[src/rtl/speed_estimator.sv]
// Measures signed counts per fixed window from a free-running quadrature edge count.
// Saturates the result, keeps a power-of-two moving average and flags stalled windows.
module speed_estimator #(
    parameter int unsigned TICKS_PER_WIN = 50000,
    parameter int unsigned VEL_W         = 16,
    parameter int unsigned AVG_LOG2      = 2,
    parameter int unsigned STALL_N       = 8
) (
    input  logic                    clk,
    input  logic                    rst,
    input  logic                    en,
    input  logic [31:0]             cnt,
    output logic signed [VEL_W-1:0] vel,
    output logic signed [VEL_W-1:0] vel_avg,
    output logic                    valid,
    output logic                    stall
);
    localparam int unsigned WIN_W   = (TICKS_PER_WIN > 1) ? $clog2(TICKS_PER_WIN) : 1;
    localparam int unsigned AVG_N   = 1 << AVG_LOG2;
    localparam int unsigned PTR_W   = (AVG_LOG2 > 0) ? AVG_LOG2 : 1;
    localparam int unsigned SUM_W   = VEL_W + AVG_LOG2;
    localparam int unsigned STALL_W = 8;

    localparam logic [WIN_W-1:0]     WIN_LAST  = WIN_W'(TICKS_PER_WIN - 1);
    localparam logic [PTR_W-1:0]     PTR_LAST  = PTR_W'(AVG_N - 1);
    localparam logic [STALL_W-1:0]   STALL_MAX = STALL_W'(STALL_N);
    localparam logic signed [31:0]   VEL_MAX   = 32'sh7fff_ffff >>> (32 - VEL_W);
    localparam logic signed [31:0]   VEL_MIN   = ~VEL_MAX;

    typedef enum logic [1:0] {
        IDLE  = 2'd0,
        PRIME = 2'd1,
        RUN   = 2'd2
    } state_t;

    state_t                          state;
    state_t                          state_nxt;
    logic                            fire_c;

    logic [WIN_W-1:0]                win;
    logic [31:0]                     cnt_last;
    logic [AVG_N-1:0][VEL_W-1:0]     ring;
    logic [PTR_W-1:0]                ptr;
    logic signed [SUM_W-1:0]         sum_q;
    logic [STALL_W-1:0]              stall_cnt;

    logic signed [31:0]              delta_c;
    logic signed [VEL_W-1:0]         vel_sat_c;
    logic signed [SUM_W-1:0]         sum_nxt_c;
    logic signed [VEL_W-1:0]         avg_c;
    logic [STALL_W-1:0]              stall_cnt_nxt_c;

    // State register
    always_ff @(posedge clk or negedge rst) begin
        if (!rst) begin
            state <= IDLE;
        end else begin
            state <= state_nxt;
        end
    end

    // Next state; dropping en from any state returns to IDLE so every window restarts via PRIME
    always_comb begin
        state_nxt = state;
        fire_c    = 1'b0;
        if (!en) begin
            state_nxt = IDLE;
        end else begin
            case (state)
                IDLE:    state_nxt = PRIME;
                PRIME:   state_nxt = RUN;
                RUN: begin
                    state_nxt = RUN;
                    fire_c    = (win == WIN_LAST);
                end
                default: state_nxt = IDLE;
            endcase
        end
    end

    // Window arithmetic: modulo-2^32 delta, saturation, running sum and stall count
    always_comb begin
        delta_c = $signed(cnt - cnt_last);
        if (delta_c > VEL_MAX) begin
            vel_sat_c = VEL_W'(VEL_MAX);
        end else if (delta_c < VEL_MIN) begin
            vel_sat_c = VEL_W'(VEL_MIN);
        end else begin
            vel_sat_c = VEL_W'(delta_c);
        end

        sum_nxt_c = sum_q + SUM_W'(vel_sat_c) - SUM_W'($signed(ring[ptr]));
        avg_c     = VEL_W'(sum_nxt_c >>> AVG_LOG2);

        if (delta_c != 32'sd0) begin
            stall_cnt_nxt_c = '0;
        end else if (stall_cnt == STALL_MAX) begin
            stall_cnt_nxt_c = stall_cnt;
        end else begin
            stall_cnt_nxt_c = stall_cnt + 1'b1;
        end
    end

    // Datapath registers; everything except the window counter holds while disabled
    always_ff @(posedge clk or negedge rst) begin
        if (!rst) begin
            win       <= '0;
            cnt_last  <= '0;
            ring      <= '0;
            ptr       <= '0;
            sum_q     <= '0;
            stall_cnt <= '0;
            vel       <= '0;
            vel_avg   <= '0;
            valid     <= 1'b0;
            stall     <= 1'b0;
        end else begin
            valid <= fire_c;

            if ((state == RUN) && en) begin
                win <= fire_c ? '0 : win + 1'b1;
            end else begin
                win <= '0;
            end

            if (((state == PRIME) && en) || fire_c) begin
                cnt_last <= cnt;
            end

            if (fire_c) begin
                vel        <= vel_sat_c;
                vel_avg    <= avg_c;
                ring[ptr]  <= vel_sat_c;
                ptr        <= (ptr == PTR_LAST) ? '0 : ptr + 1'b1;
                sum_q      <= sum_nxt_c;
                stall_cnt  <= stall_cnt_nxt_c;
                stall      <= (stall_cnt_nxt_c == STALL_MAX);
            end
        end
    end

endmodule

[config.mk]
export PLATFORM = sky130hd
export DESIGN_NAME = speed_estimator
export DESIGN_NICKNAME = d
export VERILOG_FILES = /design/src/rtl/speed_estimator.sv
export SDC_FILE = /design/constraint.sdc
export NUM_CORES = 1
export LEC_CHECK = 0
export ABC_AREA = 1
export BUFFER_PORTS_ARGS = -buffer_cell sky130_fd_sc_hd__buf_4
export CORE_MARGIN = 10
export CORE_UTILIZATION = 65
export DETAILED_ROUTE_END_ITERATION = 8
export HOLD_SLACK_MARGIN = 0.03
export PLACE_DENSITY = 0.84
export SLEW_MARGIN = 10
export SYNTH_ARGS = -nofsm -noshare
export SYNTH_HDL_FRONTEND = slang
export SYNTH_SLANG_ARGS = --single-unit
[constraint.sdc]
create_clock -name clk -period 9.9 [get_ports clk]
set_input_delay 1.98 -clock clk [delete_from_list [all_inputs] [get_ports clk]]
set_output_delay 1.98 -clock clk [all_outputs]
set_load 0.02 [all_outputs]
---- After elaboration in Yosys (flattened, before gate mapping) ----
Index checks and enable logic that the tools add are counted.
operators by class
  add/subtract/negate cells ............... 6
  magnitude comparators ................... 4
  eq/ne operators ......................... 6
  multiplexer cells ....................... 16
  reductions and logical operators ........ 7
operator list
  cell                                                                    number
  16-bit 2-to-1 mux                                                       6
  64-bit bitwise mux                                                      1
  16-bit binary-select mux with 2-bit select                              1
  16-bit demux with 2-bit select                                          1
  32-bit by 16-bit > comparator with 1-bit output, second input constant  1
  32-bit by 16-bit < comparator with 1-bit output, second input constant  1
  32-bit nonzero test                                                     1
  32-bit subtractor                                                       1
  18-bit by 16-bit adder with 18-bit output                               1
  18-bit by 16-bit subtractor with 18-bit output                          1
  16-bit by 1-bit adder with 16-bit output, second input constant         1
  16-bit equality test, second input constant                             1
  8-bit by 4-bit equality test with 1-bit output, second input constant   2
  8-bit 2-to-1 mux                                                        2
  8-bit by 1-bit adder with 8-bit output, second input constant           1
  2-bit equality test, second input constant                              2
  2-bit 2-to-1 mux                                                        2
  2-bit case mux with 2 select lines                                      1
  1-bit logical AND                                                       3
  2-bit by 3-bit < comparator with 1-bit output, second input constant    1
  2-bit by 1-bit adder with 2-bit output, second input constant           1
  2-bit by 1-bit equality test with 1-bit output, second input constant   1
  2-bit by 1-bit >= comparator with 1-bit output, second input constant   1
  2-bit zero test                                                         1
  3 further kinds                                                         4
word-level totals
  flip-flop bits (word level) ............. 176
  bits of input ports ..................... 35
  logic and storage cells ................. 53

---- Depth between registers and ports, before layout ----
Gate-level depths: netlist (run 1).
  word-level depth ........................ 6
  gate-level depth with buffers ........... 39
  gate-level depth less buffers ........... 38

---- Worst setup path after synthesis (run 1) ----
No wires, ideal clock.
  kind .................................... input -> register
  start ................................... in cnt[0]
  end ..................................... reg vel_avg[10]
  library setup time ...................... 0.134 ns
  data arrival time ....................... 6.142 ns
  required time ........................... 9.766 ns
  slack ................................... 3.624 ns
  cell stages on the path ................. 34
  path buffers ............................ 1
  cells stage by stage .................... inv_1 ha_1 inv_1 fa_1 nand3_1 nand3_1 nand2_1 nand2_1 nand3_1 nand3_1 nand2_1 nand2_1 nor2_1 nand2_1 nor2_1 nand3b_1 nand2_2 buf_12 nand2_4 nand2_4 inv_1 fa_1 inv_1 ha_1 inv_1 nor3_1 a21oi_1 nor2_1 nor2_1 o21bai_1 a21boi_0 o21ai_0 xnor2_1 o21ai_0
between the ends
  longest elaborated chain between the ends .. 6
  elaborated cells between the ends (all ways) .. 7
ends and longest elaborated chain
  element                                           RTL line  RTL
  start: declaration                                12        input logic [31:0] cnt,
  32-bit subtractor *                               83        delta_c = $signed(cnt - cnt_last);
  32-bit by 16-bit < comparator with 1-bit output   86        end else if (delta_c < VEL_MIN) begin
  16-bit 2-to-1 mux                                 86
  16-bit 2-to-1 mux *                               84        if (delta_c > VEL_MAX) begin
  18-bit by 16-bit adder with 18-bit output *       92        sum_nxt_c = sum_q + SUM_W'(vel_sat_c) - SUM_W'($signed(ring[ptr]));
  18-bit by 16-bit subtractor with 18-bit output *  92
  end signal: assignment                            132       vel_avg <= avg_c;
  end: declaration                                  14        output logic signed [VEL_W-1:0] vel_avg,
Mark *: on every way between the ends. The rest lies on a longest branch, timed or not.
A chain may end at the register's enable or synchronous reset.

---- Worst setup path after layout (run 1) ----
Same ends and word-level chain as after synthesis.

==> run summary, run 1 <==
Run status: complete, no violations
Floorplan Core Area: 17400 µm²
Final WL: 29700 µm
Post-synthesis instance area: 11600 µm²
Cell seen most often among critical-path stages: nand2_1
Area fraction of the dominant cell type after synthesis: 34.7%
Post-route antenna net violation count: 0
DRC violation total after the first TritonRoute iteration: 1065
Least-Margin Pin Slew: 1.03 ns
Number of resized instances in the post-cts repair step: 0
Max_slew headroom: 31.0%
Die extent in x: 153 µm
Post-cts hold buffer count: 0
Number of iterations in the first detailed-routing pass: 6
Overall global routing resource usage: 25.6%
Count of distinct cell types in the synthesized netlist: 48
Final period util: 72.3%
CP Data Required Time: 10.21 ns
Setup total negative slack: 0 ns
Crit path max fanout: 15
Fraction of layout cells with a size suffix above 1: 10.2%
Average routed wire per standard cell: 15.3 µm
Setup CP Type: in -> reg
Global-route met1 utilization: 32.8%
Leakage power total: 7.14 nW
Slew Limit Fails: 0
Pin count of the biggest net entering global routing: 84
Number of buffers inserted to repair setup after CTS: 0
Number of flip-flops and latches in the synthesized netlist: 160
Final Hold Vio Count: 0
Total Nets Final: 1817
Classification of the worst-slack hold path: reg -> reg
Number of buffers created by CTS: 17
Number of warnings issued by yosys: 0
Global-route track usage on met2: 41.8%
Signed area change from the synthesized netlist to the final layout: 9.90%
GR met3 Demand/Resource: 4.63%
RSZ-0062 raised after global routing: false
Fin cells: 1943
DRC viols: 0
Critical Path Slowest Stage Cell: fa_1
Number of global-route vias before repair: 10400
Startpoint class of the critical path: primary input
Worst IR drop on VDD: 0.193 mV
Global placer's final weighted congestion: 0.983
Detailed Place HPWL: 22400 µm
Total of max-cap violations: 0
Setup-violating endpoint count in the final report: 0
Clock tree skew after final layout: 0.0130 ns
Post-synthesis area per instance: 6.94 µm²
Starting Density: 66.6%
Most congested layer reported by global routing: met2
CP Data Arrival Time: 7.47 ns
Count of port buffers added during placement: 68
Largest area contributor in the synthesized netlist: dfrtp_1
Peak Freq: 0.140 GHz
Number of cells on the worst hold path: 1
Number of cells traversed by the worst register-to-register path: 29
Share of synthesized area occupied by flip-flops and latches: 34.7%
IO Pins: 69
CTS tree: yes
Clock Sink Count: 160
Initial antenna violation count: 1
Minimum hold slack: 0.466 ns
Post-layout minimum cycle time: 7.16 ns
Internal reg-to-reg setup slack: 4.03 ns
Fill count: 1448
DR vias: 10500
Clock Root Buffer: clkbuf_16
Gate Count Post-Synth: 1666
Hold EP: win[0]
Clock transition at the registers of the reported paths: 0.08 ns
CP endpoint kind: flop
Total nets after synthesis: 1778
Ant. Diodes: 0
Full die area: 23500 µm²
Global-route wire length before repair: 50300 µm
Startpoint of the worst hold path: win[0]
Row count: 48
DIE HEIGHT: 153 µm
FF-to-FF End: vel_avg[10]
Clock insertion delay at the later pin of the skew report: 0.44 ns
Detail-routed via count per cell: 5.40
Cell count after placement: 1911
Total congestion overflow after global routing: 0
Power Density: 311 nW/µm²
Reg-to-reg critical path startpoint: cnt_last[20]
CTS H-Tree Depth: 4
Delay of the slowest critical-path stage: 0.50 ns
Maximum clock path buffer count: 2
Top cells by area in the synthesized netlist: dfrtp_1, nand2_1, inv_1
[worst max-delay path, delay by kind of cell]
family,cells,cell delay [ns]
compound gates,7,1.38
buf+inv,5,0.37
xor+xnor,1,0.20
simple gates,17,2.12
fa+ha+maj,4,1.41
[layer usage]
layer | part of all wire, % | vias up
li1 | - | 5191
met1 | 43 | 4791
met2 | 46 | 425
met3 | 7.4 | 83
met4 | 3.2 | 2
met5 | 0.044 | -
[worst max-delay path by stage]
stage / depth (start not counted) / slack (ns) / startpoint / end
5_1_grt: 34 / 2.31 / cnt[0] / vel_avg[10]
3_5_place_dp: 34 / 2.42 / cnt[2] / vel_avg[10]
2_1_floorplan: 34 / 3.62 / cnt[0] / vel_avg[10]
6_report: 34 / 2.74 / cnt[0] / vel_avg[10]
4_1_cts: 34 / 2.85 / cnt[0] / vel_avg[10]
3_3_place_gp: 34 / 2.48 / cnt[2] / vel_avg[10]
[registers in the layout (all words and copies together) (netlist names)]
name       flops
stall          1
sum_q          2
valid          1
win           16
cnt_last      32
state          2
vel_avg       16
ptr            2
ring          64
stall_cnt      8
vel           16
[power by group]
group	switching, mW	internal [mW]
clock	0.323	0.372
combinational	1.69	0.837
sequential	0.0182	0.711
total	2.03	1.92
[synthesized netlist by cell type (all sizes together)]
cell type,number
and2,8
mux2,1
nor3b,4
fa,18
a21oi,55
nor3,21
nor2,122
nand2,645
clkbuf,24
clkinv,2
nand4,11
o211ai,3
nor4,4
o41ai,1
nand3,63
o21ai,84
o21bai,2
xor2,24
or4,1
a31oi,3
a32o,4
a21o,2
buf,27
nand3b,11
o21a,2
o31ai,3
o22ai,11
dfrtp,160
ha,59
a21boi,1
or2,2
inv,277
and3,1
xnor2,10
[cell type report]
cell class,count,area (µm²),share of cell area [%]
inverters,279,1050,8.25
well taps,225,282,2.22
multi-input cells,1176,6210,48.9
clock inverters,14,184,1.45
repair buffers,71,537,4.23
clock buffers,18,439,3.46
flip-flops and latches,160,4000,31.5
[cell families after synthesis]
group           share of synthesized area (%)
simple gates                             33.4
fa+ha+maj                                9.51
flops                                    34.7
mux                                    0.0974
xor+xnor                                 2.58
buf+inv                                  11.7
compound gates                           8.14
[per-stage QoR]
| stage | instance area [µm²] | worst slack (ns) | power, mW | utilization, % |
|---|---|---|---|---|
| final | 12700 | 2.74 | 3.95 | 73.2 |
| after global routing | 12700 | 2.31 | 4.30 | 73.2 |
| after CTS | 12700 | 2.85 | 3.92 | 73.2 |
| after detailed placement | 12100 | 2.42 | 3.21 | 69.6 |
| after global placement | 12100 | 2.48 | 3.19 | 69.6 |
| after floorplan | 11600 | 3.62 | 2.66 | - |
[cells in the final DEF (no fill, tap or decap), types with 4 or more instances in the layout]
| cell | Yosys | routed |
|---|---|---|
| inv_2 | 10 | 10 |
| nor2_1 | 113 | 113 |
| clkinv_8 | 0 | 4 |
| nand2_1 | 605 | 604 |
| buf_4 | 16 | 70 |
| nor3b_1 | 4 | 4 |
| inv_8 | 0 | 4 |
| ha_1 | 59 | 59 |
| nor2_2 | 9 | 9 |
| a21oi_1 | 55 | 55 |
| and2_1 | 7 | 7 |
| nand3b_1 | 10 | 10 |
| nand4_1 | 11 | 11 |
| xor2_1 | 24 | 24 |
| nand3_1 | 59 | 59 |
| clkbuf_16 | 0 | 17 |
| xnor2_1 | 10 | 10 |
| nand3_2 | 4 | 4 |
| o21ai_0 | 83 | 83 |
| a32o_1 | 4 | 4 |
| nor4_1 | 4 | 4 |
| nand2_2 | 20 | 21 |
| nor3_1 | 19 | 19 |
| fa_1 | 18 | 18 |
| o22ai_1 | 11 | 11 |
| inv_6 | 0 | 4 |
| nand2_4 | 20 | 20 |
| inv_1 | 267 | 267 |
| dfrtp_1 | 160 | 160 |
Power figures use the tool's default switching activity.
==> inputs of run 2 (changes only) <==
--- a/config.mk
+++ b/config.mk
@@ -5,13 +5,13 @@
 export SDC_FILE = /design/constraint.sdc
 export NUM_CORES = 1
 export LEC_CHECK = 0
-export ABC_AREA = 1
+export ABC_AREA = 0
 export BUFFER_PORTS_ARGS = -buffer_cell sky130_fd_sc_hd__buf_4
 export CORE_MARGIN = 10
-export CORE_UTILIZATION = 65
+export CORE_UTILIZATION = 62
 export DETAILED_ROUTE_END_ITERATION = 8
 export HOLD_SLACK_MARGIN = 0.03
-export PLACE_DENSITY = 0.84
+export PLACE_DENSITY = 0.81
 export SLEW_MARGIN = 10
 export SYNTH_ARGS = -nofsm -noshare
 export SYNTH_HDL_FRONTEND = slang
==> constraint.sdc (replaced) <==
create_clock -name clk -period 7.27 [get_ports clk]
set_input_delay 1.454 -clock clk [delete_from_list [all_inputs] [get_ports clk]]
set_output_delay 1.454 -clock clk [all_outputs]
set_load 0.02 [all_outputs]
==> run 2 against run 1 <==
  * First-iteration DRC count fell by 9.7%
  * Non-clock buffer count rose by 139
  * Combinational power rose by 65%
  * Critical path depth did not move
  * Critical path type unchanged
  * Critical endpoint unchanged
==> run summary, run 2 <==
Run status: complete, no violations (unchanged)
Delay of the slowest critical-path stage: 0.50 ns (about the same)
Max FFs per register: 64 (unchanged)
Maximum clock path buffer count: 2 (unchanged)
Final WL: 30100 µm (was 29700 µm)
Cell class contributing the biggest share of worst-path delay: compound AO/OA/AOI/OAI gates (was simple AND/OR/NAND/NOR gates)
Launch point of the worst path: cnt[0] (unchanged)
Pin count of the biggest net entering global routing: 93 (was 84)
Final worst-path setup slack: 0.0921 ns (was 2.74 ns)
Fraction of registers with async set/reset: 100% (unchanged)
Fraction of layout cells with a size suffix above 1: 25.0% (was 10.2%)
Power Density: 478 nW/µm² (was 311 nW/µm²)
Detailed Place HPWL: 20400 µm (was 22400 µm)
Detail-routed via count per cell: 6.05 (was 5.40)
Max_slew headroom: 25.0% (was 31.0%)
Total of max-cap violations: 0 (unchanged)
Crit path max fanout: 5 (was 15)
Slew Limit Fails: 0 (unchanged)
Clock Sink Count: 160 (unchanged)
DRC viols: 0 (unchanged)
Total Nets Final: 1452 (was 1817)
Clock transition at the registers of the reported paths: 0.07 ns (was 0.08 ns)
Leakage power total: 6.08 nW (was 7.14 nW)
Clock insertion delay at the later pin of the skew report: 0.44 ns (about the same)
DIE HEIGHT: 151 µm (was 153 µm)
Cell seen most often among critical-path stages: buf_4 (was nand2_1)
CP Data Arrival Time: 7.49 ns (was 7.47 ns)
Total length of routed met3 wires: 2080 µm (was 2190 µm)
Final Hold Vio Count: 0 (unchanged)
DR vias: 9513 (was 10500)
Average routed wire per standard cell: 19.1 µm (was 15.3 µm)
Final period util: 98.7%
Worst IR drop on VDD: 0.368 mV (was 0.193 mV)
Amount of wire on met2 after detailed routing: 15000 µm (was 13800 µm)
Overall power of the completed layout: 6.20 mW (was 3.95 mW)
Number of global-route vias before repair: 9487 (was 10400)
CP Data Required Time: 7.58 ns (was 10.21 ns)
Least-Margin Pin Slew: 1.13 ns (was 1.03 ns)
Post-synthesis area per instance: 8.99 µm² (was 6.94 µm²)
Overall global routing resource usage: 25.5% (was 25.6%)
Gate Count Post-Synth: 1175 (was 1666)
Peak Freq: 0.139 GHz
Signed area change from the synthesized netlist to the final layout: 22.8% (was 9.90%)
Number of buffers created by CTS: 17 (unchanged)
Clock Root Buffer: clkbuf_16 (unchanged)
Total congestion overflow after global routing: 0 (unchanged)
Leading cell type in the layout, fill and taps excluded: buf_4 (was nand2_1)
Combined buffer and inverter count along the critical path: 8 (was 5)
Setup CP Type: in -> reg (unchanged)
Clock tree skew after final layout: 0.0106 ns (was 0.0130 ns)
DRC violation total after the first TritonRoute iteration: 962 (was 1065)
Floorplan Core Area: 16600 µm² (was 17400 µm²)
Highest routed metal layer: met4 (was met5)
Startpoint class of the critical path: primary input (unchanged)
Post-cts hold buffer count: 0 (unchanged)
Top cells by area in the synthesized netlist: dfrtp_1, ha_1, a21oi_1 (was dfrtp_1, nand2_1, inv_1)
Largest area contributor in the synthesized netlist: dfrtp_1 (unchanged)
Full die area: 22700 µm² (was 23500 µm²)
CTS tree: yes (unchanged)
Post-layout minimum cycle time: 7.18 ns
Starting Density: 63.5% (was 66.6%)
Most frequent cell after synthesis: dfrtp_1 (was nand2_1)
Setup-violating endpoint count in the final report: 0 (unchanged)
Count of distinct cell types in the synthesized netlist: 71 (was 48)
Global-route wire length before repair: 46800 µm (was 50300 µm)
Number of iterations in the first detailed-routing pass: 8 (was 6)
Leading cell types in the layout, fill and taps excluded: buf_4, dfrtp_1, nor2_1, nand2_1, a21oi_1 (was nand2_1, inv_1, dfrtp_1, nor2_1, o21ai_0)
Count of port buffers added during placement: 68 (unchanged)
Primary FF master, synth: dfrtp_1 (unchanged)
IO Pins: 69 (unchanged)
Top register by number of flip-flops: ring (unchanged)
Registers with the most flip-flops: ring x64, cnt_last x32 (unchanged)
Post-synthesis instance area: 10600 µm² (was 11600 µm²)
Ant. Diodes: 0 (unchanged)
Wire length the detailed router placed on met1: 12300 µm (was 12800 µm)
Post-synth EDFFs: 0 (unchanged)
Classification of the worst-slack hold path: reg -> reg (unchanged)
Critical Path Slowest Stage Cell: or4b_4 (was fa_1)
Leading post-synthesis cells by instance count: dfrtp_1, nor2_1, nand2_1 (was nand2_1, inv_1, dfrtp_1)
Reg-to-reg critical path startpoint: cnt_last[16] (was cnt_last[20])
Die extent in x: 151 µm (was 153 µm)
Number of flip-flops and latches in the synthesized netlist: 160 (unchanged)
Number of warnings issued by yosys: 0 (unchanged)
Total nets after synthesis: 1287 (was 1778)
Share of synthesized area occupied by flip-flops and latches: 37.9% (was 34.7%)
Post-route antenna net violation count: 0 (unchanged)
Post-Place Worst Slack: -0.626 ns (was 2.42 ns)
CP endpoint kind: flop (unchanged)
Row count: 47 (was 48)
Initial antenna violation count: 0 (was 1)
Global placer's final weighted congestion: 0.946 (was 0.983)
Area fraction of the dominant cell type after synthesis: 37.9% (was 34.7%)
CTS H-Tree Depth: 4 (unchanged)
Startpoint of the worst hold path: vel_avg[15] (was win[0])
[run 2: changes by cell type after synthesis, sizes merged, moves of 13 or more]
cell / before / now
xnor2: 10 / 31
nand3: 63 / 28
nor2: 122 / 140
nand2b: 0 / 16
clkbuf: 24 / 37
inv: 277 / 93
a21o: 2 / 18
a21oi: 55 / 137
mux4: 0 / 16
nand2: 645 / 114
[run 2: where the power goes]
part           internal, mW  total (mW)  switching, mW
sequential            0.969       0.996         0.0264
combinational          1.90        4.15           2.26
clock                 0.666        1.06          0.390
total                  3.53        6.20           2.67
[run 2: area by class of cell]
class / instances / area, µm²
multi-input cells: 858 / 6080
flip-flops and latches: 160 / 4000
fillers: 1100 / 3670
repair buffers: 210 / 1580
clock buffers: 20 / 457
inverters: 93 / 349
well taps: 220 / 275
clock inverters: 12 / 226
[run 2: what timing repair did]
item,in CTS,in global routing
setup buffers,4,6
endpoints found under the setup margin,5,6
resized for setup,10,27
pin swaps,3,26
[run 2: kinds of logic after synthesis]
kind of cell / synth area share (%)
and+or+nand+nor: 18.9
adders and majority gates: 10.4
xor gates and xnor gates: 4.48
buffers and inverters: 6.44
muxes: 4.43
AOI/OAI and AO/OA: 17.4
DFF: 37.9
[run 2: stage by stage]
stage               util [%]  instances  setup TNS (ns)  instance area, µm²  hold WS (ns)
global placement        72.5       1531           -1.79               12100         0.442
CTS                     77.0       1567               0               12800         0.471
floorplan                  -       1175         -0.0962               10600         0.425
detailed placement      72.5       1531           -3.34               12100         0.462
finish                  77.9       1573               0               13000         0.467
global route            77.9       1573          -0.868               13000         0.484
[run 2: per-layer routing]
| layer | GRT usage (%) | vias to the layer above |
|---|---|---|
| li1 | - | 4387 |
| met2 | 43.1 | 406 |
| met3 | 5.16 | 80 |
| met1 | 32.2 | 4640 |
| met5 | 0 | - |
| met4 | 8.16 | 0 |
[run 2: worst paths after layout]
path                                end  slack (ns)  depth (start not counted)
max                         vel_avg[10]        0.09                         34
min                         vel_avg[15]        0.47                          1
max reg2reg                 vel_avg[10]        0.90                         28
min reg2reg                 vel_avg[15]        0.47                          1
max in group asynchronous       ring[1]        4.68                          2
min in group asynchronous  stall_cnt[3]        1.10                          1
[run 2: worst reg2reg max path, delay by kind of cell, from the launching register on]
family | cells | cell delay [ns]
AO/OA/AOI/OAI | 14 | 2.84
XOR/XNOR | 1 | 0.14
adder cells (fa/ha/maj) | 3 | 0.94
buffers and inverters | 5 | 0.80
flip-flops | 1 | 0.37
AND/OR/NAND/NOR | 5 | 1.16
